$ cat src/rtl/read_response_tx.sv
// read_response_tx: waits for register read data after a read strobe and streams header, address and value words.
// Defining RESP_CHECKSUM_EN appends an XOR checksum word to every frame.
module read_response_tx #(
  parameter int WORD_WIDTH   = 8,
  parameter int VALUE_WORDS  = 4,
  parameter int READ_LATENCY = 1,
  parameter int RESP_HEADER  = 'h55
) (
  input  logic                              clk,
  input  logic                              i_reset_n,
  input  logic                              i_r_en,
  input  logic [WORD_WIDTH-1:0]             i_r_addr,
  input  logic [VALUE_WORDS*WORD_WIDTH-1:0] i_r_data,
  output logic [WORD_WIDTH-1:0]             o_data,
  output logic                              o_dv,
  input  logic                              i_ready,
  output logic                              o_busy,
  output logic                              o_drop
);
  localparam int VW = VALUE_WORDS * WORD_WIDTH;
  localparam int IW = $clog2(VALUE_WORDS) + 1;
  localparam logic [IW-1:0] LAST = IW'(VALUE_WORDS - 1);
  localparam logic [2:0] LAT = 3'(READ_LATENCY);
  localparam logic [WORD_WIDTH-1:0] HDR = WORD_WIDTH'(RESP_HEADER);
`ifdef RESP_CHECKSUM_EN
  typedef enum logic [2:0] {IDLE, WAIT_DATA, SEND_HDR, SEND_ADDR, SEND_VALUE, SEND_CSUM} state_t;
`else
  typedef enum logic [2:0] {IDLE, WAIT_DATA, SEND_HDR, SEND_ADDR, SEND_VALUE} state_t;
`endif
  state_t state, state_n;
  logic [WORD_WIDTH-1:0] addr_q, addr_n, word_n, val_w, tail;
  logic [VW-1:0] data_q, data_n;
  logic [IW-1:0] idx, idx_n;
  logic [2:0] lat, lat_n;
  logic xfer, dv_n;
  assign xfer = o_dv & i_ready;
  assign o_busy = state != IDLE;
  always_comb begin
    state_n = state;
    addr_n = addr_q;
    data_n = data_q;
    idx_n = idx;
    lat_n = lat;
    case (state)
      IDLE: if (i_r_en) begin
        addr_n = i_r_addr;
        if (READ_LATENCY == 0) begin
          data_n = i_r_data;
          state_n = SEND_HDR;
        end else begin
          lat_n = 3'd1;
          state_n = WAIT_DATA;
        end
      end
      WAIT_DATA: if (lat == LAT) begin
        data_n = i_r_data;
        state_n = SEND_HDR;
      end else lat_n = lat + 3'd1;
      SEND_HDR: if (xfer) state_n = SEND_ADDR;
      SEND_ADDR: if (xfer) begin
        state_n = SEND_VALUE;
        idx_n = '0;
      end
      SEND_VALUE: if (xfer) begin
`ifdef RESP_CHECKSUM_EN
        if (idx == LAST) state_n = SEND_CSUM;
`else
        if (idx == LAST) state_n = IDLE;
`endif
        else idx_n = idx + IW'(1);
      end
`ifdef RESP_CHECKSUM_EN
      SEND_CSUM: if (xfer) state_n = IDLE;
`endif
      default: state_n = IDLE;
    endcase
  end
  // value word 0 is the most-significant slice of the captured data
  always_comb begin
    val_w = '0;
    for (int k = 0; k < VALUE_WORDS; k++)
      if (IW'(k) == idx_n) val_w = data_q[(VALUE_WORDS-1-k)*WORD_WIDTH +: WORD_WIDTH];
  end
`ifdef RESP_CHECKSUM_EN
  logic [WORD_WIDTH-1:0] csum;
  always_comb begin
    csum = HDR ^ addr_q;
    for (int k = 0; k < VALUE_WORDS; k++) csum = csum ^ data_q[k*WORD_WIDTH +: WORD_WIDTH];
  end
  assign tail = state_n == SEND_CSUM ? csum : '0;
`else
  assign tail = '0;
`endif
  // outputs are registered from the next state so a held word stays put under backpressure
  assign word_n = state_n == SEND_HDR ? HDR : state_n == SEND_ADDR ? addr_q : state_n == SEND_VALUE ? val_w : tail;
  assign dv_n = state >= SEND_HDR && state_n >= SEND_HDR;
  always_ff @(posedge clk or negedge i_reset_n) begin
    if (!i_reset_n) begin
      state <= IDLE;
      addr_q <= '0;
      data_q <= '0;
      idx <= '0;
      lat <= '0;
      o_data <= '0;
      o_dv <= 1'b0;
      o_drop <= 1'b0;
    end else begin
      state <= state_n;
      addr_q <= addr_n;
      data_q <= data_n;
      idx <= idx_n;
      lat <= lat_n;
      o_data <= word_n;
      o_dv <= dv_n;
      o_drop <= i_r_en && state != IDLE;
    end
  end
endmodule

$ cat config.mk
export PLATFORM = sky130hd
export DESIGN_NAME = read_response_tx
export DESIGN_NICKNAME = d
export VERILOG_FILES = /design/src/rtl/read_response_tx.sv
export SDC_FILE = /design/constraint.sdc
export NUM_CORES = 1
export LEC_CHECK = 0
export CORE_UTILIZATION = 43
export DETAILED_ROUTE_END_ITERATION = 10
export DONT_BUFFER_PORTS = 1
export GPL_ROUTABILITY_DRIVEN = 0
export MAX_ROUTING_LAYER = met4
export PLACE_DENSITY_LB_ADDON = 0.1
export SLEW_MARGIN = 20
export SYNTH_ARGS = -nofsm -noshare
export SYNTH_HDL_FRONTEND = slang
export SYNTH_SLANG_ARGS = --single-unit
$ cat constraint.sdc
create_clock -name clk -period 1.8 [get_ports clk]
set_input_delay 0.54 -clock clk [delete_from_list [all_inputs] [get_ports clk]]
set_output_delay 0.54 -clock clk [all_outputs]
set_load 0.03 [all_outputs]
* Word-level counts from Yosys, hierarchy flattened
Cells that the tools add are included. W data, S select, Z words.
Word-level totals: input bits 44, register bits 59, word-level logic and storage cells 57
Operators by class: equality and inequality tests 14, order comparisons 2, add/subtract/negate cells 2, bitwise logic cells 1, multiplexer cells 21, reductions and logical operators 9
Operators by type and width (count):
- $mux W8 | 7
- $mux W3 | 11
- $eq A3 B2 Y1 const B | 5
- $pmux W3 S5 | 1
- $pmux W3 S2 | 2
- $add A3 B1 Y3 const B | 2
- $eq A2 B3 Y1 const A | 2
- $eq A3 B1 Y1 const B | 2
- $eq A3 B3 Y1 const B | 2
- $ge A3 B2 Y1 const B | 2
- $logic_not A3 Y1 | 2
- $ne A2 B2 Y1 const B | 2
- $reduce_and A2 Y1 | 2
- $eq A1 B3 Y1 const A | 1
- $reduce_and A3 Y1 | 1
- $reduce_bool A3 Y1 | 1
- $logic_and A1 B1 Y1 | 2
- $reduce_bool A2 Y1 | 1
- $and A1 B1 Y1 | 1

* Logic depth before layout (Yosys ltp)
word-level depth 12, gate-level depth with buffers 8, mapped depth without buffers 7

* Worst setup path before layout
Ideal clock, no wire load.
path type register -> register, start point reg idx[0], end point reg o_data[1], required time 1.696 ns, arrival time 1.882 ns, stages on the path, launching flop included 8, setup time 0.104 ns, slack -0.186 ns, path buffers 1, path through dfrtp_1 > ha_1 > nor2b_1 > buf_4 > nor3_2 > mux2i_1 > o21ai_0 > a221oi_1
On the way: longest elaborated chain between the ends 12
Ends and longest elaborated chain:
- from (decl) | RTL line 33 | logic [IW-1:0] idx, idx_n;
- from (signal assigned) | RTL line 111 | idx <= idx_n;
- $add A3 B1 Y3 / $eq A3 B2 Y1 (equally long branches) | RTL line 70, 68
- $mux W3 | RTL line 68 | if (idx == LAST) state_n = IDLE;
- $mux W3 | RTL line 64 | SEND_VALUE: if (xfer) begin
- $pmux W3 S2 | RTL line 44 | case (state)
- $logic_not A3 Y1 | RTL line 82 | if (IW'(k) == idx_n) val_w = data_q[(VALUE_WORDS-1-k)*WORD_WIDTH +: WORD_WIDTH];
- $mux W8 (4 in a row) | RTL line 82
- $mux W8 (2 in a row) | RTL line 95 | assign word_n = state_n == SEND_HDR ? HDR : state_n == SEND_ADDR ? addr_q : state_n == SEND_VALUE ? val_w : ta ...
- $mux W8 * | RTL line 95
- via word_n[1] | RTL line 31 | logic [WORD_WIDTH-1:0] addr_q, addr_n, word_n, val_w, tail;
- to (signal assigned) | RTL line 113 | o_data <= word_n;
- to (decl) | RTL line 14 | output logic [WORD_WIDTH-1:0] o_data,
The timed path passes the listed nets; every way through them passes the cells marked *. A chain may end at the register's enable or synchronous reset.

* Worst setup path in the final report
start point reg state[0], end point reg o_data[3]
On the way: longest elaborated chain between the ends 10
Ends and longest elaborated chain:
- from (decl) | RTL line 30 | state_t state, state_n;
- from (signal assigned) | RTL line 108 | state <= state_n;
- $eq A3 B3 Y1 / $eq A3 B2 Y1 (equally long branches) | RTL line 44
- $pmux W3 S2 * | RTL line 44
- via idx_n[0] | RTL line 33
- $logic_not A3 Y1 | RTL line 82
- $mux W8 (3 in a row) | RTL line 82
- $mux W8 * | RTL line 82
- $mux W8 * (3 in a row) | RTL line 95
- via word_n[3] | RTL line 31
Marked as above.

==> impl_metrics.yaml <==
floorplan:
  num_rows: 30
  die_h_um: 85.39
  num_io_pins: 55
  initial_utilization_pct: 44.26
  fp.dieW_um: 85.39
  dieArea_mm2: 0.007291
  core_area_mm2: 0.006756
clock_tree:
  ctsHtreeMaxLevel: 3
  cts_root_buf: "clkbuf_8"
  insertion_delay_ns: 0.35
  cts_num_sinks: 59
  clk_pin_slew_ns: 0.08
  clockBufferDepth: 2
  numCtsBuffers: 9
  cts_tree: "built"
finish:
  synthToLayoutAreaGrowth_pct: 41.59
  fillCellCount: 554
  instances_no_fill: 399
  layout_commonest_cell: "dfrtp_1"
  drive_gt1_share_pct: 48.59
  final_util_pct: 62.67
  antennaDiodeCount: 0
  layout_common_cells: "dfrtp_1 (58), buf_4 (37), mux2_4 (18), mux2_2 (18), nand2_1 (15)"
  multi_input_area_mm2: 0.001762
  nets: 361
  area.sequential_mm2: 0.001478
global_routing:
  grtUsageTotal_pct: 23.87
  overflow: 0
  grt_pass1_wl_mm: 12.32
  grt_antenna_before_repair: 0
  grt_max_degree: 60
  grt_pass1_vias: 2297
logic_synthesis:
  synth_area_mm2: 0.002990
  synth-compound-area-share_pct: 17.57
  synth-edff-count: 0
  syn_inst: 262
  ys_warn_count: 0
  synthMuxAreaShare_pct: 16.90
  synth_top_family_by_area: "compound AO/OA/AOI/OAI gates"
  synthArstFlopShare_pct: 100.0
  synthDistinctLibCells: 45
  synthSimpleGateAreaFrac_pct: 10.42
  yosys_most_used_dff: "dfrtp_1"
  synth_fa_ha_area_share_pct: 1.255
  syn_avg_cell_area_um2: 11.41
  seq_area_frac_synth_pct: 49.37
  syn_nets: 309
  synthXorXnorAreaFrac_pct: 0.5858
  ys_ff_latch: 59
route:
  drc: 0
  wl_met3_um: 315
  drtIter0Drc: 128
  drt_pass1_iterations: 4
  post_drt_via_cell_ratio: 5.840
  num_vias: 2330
  maxUsedRoutingLayer: "met4"
  drtAntennaViolNets: 0
  wl_met1_mm: 3.701
  wl_per_cell_um: 20.53
  wl_met2_mm: 3.946
  drt-total-wl_mm: 8.191
setup_path:
  path_cells: "or3b_4, nor3_4, buf_6, a221oi_4, buf_6, o41ai_4, a221oi_2"
  slowest_stage: "or3b_4"
  path_class: "register to register"
  slowest_delay_ns: 0.42
  startpoint_type: "register"
  end_kind: "register"
  critPathTopFamily: "simple AND/OR/NAND/NOR gates"
  critPathArrivalTime_ns: 2.15
  worstPathRequired_ns: 2.03
  worst-path-buf-inv: 2
  critPathMostFrequentCell: "buf_6"
  crit_fanout: 4
pwr:
  leakage_nw: 1.761
  powerDensity_mw_per_mm2: 1891
  peakVddDrop_uv: 1109
sta:
  hold_ws_ns: -0.1289
  skew_ns: 0.007861
  slew_headroom_pct: 63.16
  fmax_mhz: 520.0
  setup_slack_ns: -0.1232
  worst_slew_pin_slew_ns: 0.5526
  hold_viol: 59
  min_period_over_period_pct: 106.8
  rsz0062_at_grt: "true"
  drv_slew: 0
  finalSetupViolCount: 8
  finalCriticalPeriod_ns: 1.923
outcome:
  outcome: "finished, violations left"
  violations: "hold timing, setup timing"
placed_design:
  post-place-ws_ns: -0.2491
  dp_hpwl_mm: 5.061
  placedCellCount: 366
  port-buffer-count: 0
run:
  maxCapViolations: 0
worst_hold_path:
  min_path_type: "input port to asynchronous set/reset pin"
==> logic make-up (layout without fill, tap and decap cells) <==
group           after synthesis  after routing
xor+xnor                      2              2
buf+inv                      22             79
simple gates                 59             59
flops                        59             59
fa+ha+maj                     3              3
mux                          46             46
compound gates               71             71
==> state kept, by name, summed over array words and instances (netlist names) <==
register,count
o_dv,1
state,3
o_drop,1
addr_q,8
lat,3
o_data,8
data_q,32
idx,3
==> worst paths after layout <==
check | from | to | slack [ns] | cells after the start
worst max-delay path | state[0]$_DFF_PN0_ | o_data[3]$_DFF_PN0_ | -0.12 | 7
worst max register to register | state[0]$_DFF_PN0_ | o_data[3]$_DFF_PN0_ | -0.12 | 7
worst min register to register | data_q[20]$_DFFE_PN0P_ | data_q[20]$_DFFE_PN0P_ | 0.51 | 1
min in group clk | i_r_data[26] | data_q[26]$_DFFE_PN0P_ | 0.31 | 2
max in group asynchronous | i_reset_n | data_q[20]$_DFFE_PN0P_ | 1.83 | 0
worst min-delay path | i_reset_n | o_dv$_DFF_PN0_ | -0.13 | 0
==> cells in the mapped netlist (all sizes together) (5+ instances only) <==
library cell	instances	area, um2
o31ai	16	120.1
a21oi	7	35.03
nor2	14	52.55
and2	6	37.54
buf	13	82.57
a221oi	5	61.31
dfrtp	59	1476
inv	7	26.28
mux2	36	405.4
o21ai	18	93.84
mux2i	10	100.1
a211oi	9	67.56
nand2	16	60.06
nand2b	5	31.28
==> where the power goes <==
part | internal [mW] | switching [mW]
logic | 2.08 | 1.66
clock network | 1.07 | 0.609
registers | 1.96 | 0.615
==> through the flow <==
step	total power, mW	instance area [um2]	TNS [ns]	hold WS, ns
2_1_floorplan	4.248	3028	-0.4933	0.2444
3_3_place_gp	5.061	3356	-1.215	0.2460
3_5_place_dp	5.101	3356	-1.473	0.2469
4_1_cts	7.688	4020	-3.029	-0.1407
5_1_grt	8.384	4234	-1.142	-0.1349
6_report	8.006	4234	-0.6574	-0.1289
==> what timing repair did <==
item | 4_1_cts | 5_1_grt
pin swaps | 9 | 10
hold endpoints to repair | 59 | 59
gates resized for setup | 51 | 35
setup buffers | 7 | 6
gates cloned | 4 | 0
setup endpoints to repair | 37 | 37
==> layer usage <==
metal	vias to the layer above	GRT usage, %
met2	65	36.58
met3	19	4.086
met5	-	-
met1	1174	30.98
met4	0	11.36
li1	1072	-
==> layout make-up <==
| type | count | share of cell area (%) |
|---|---|---|
| Timing Repair Buffer | 56 | 14.07 |
| Tap cell | 80 | 2.364 |
| Inverter | 7 | 0.6206 |
| Sequential cell | 59 | 34.90 |
| Clock inverter | 7 | 3.517 |
| Clock buffer | 9 | 2.926 |
| Multi-Input combinational cell | 181 | 41.61 |
(Power assumes the default switching activity.)
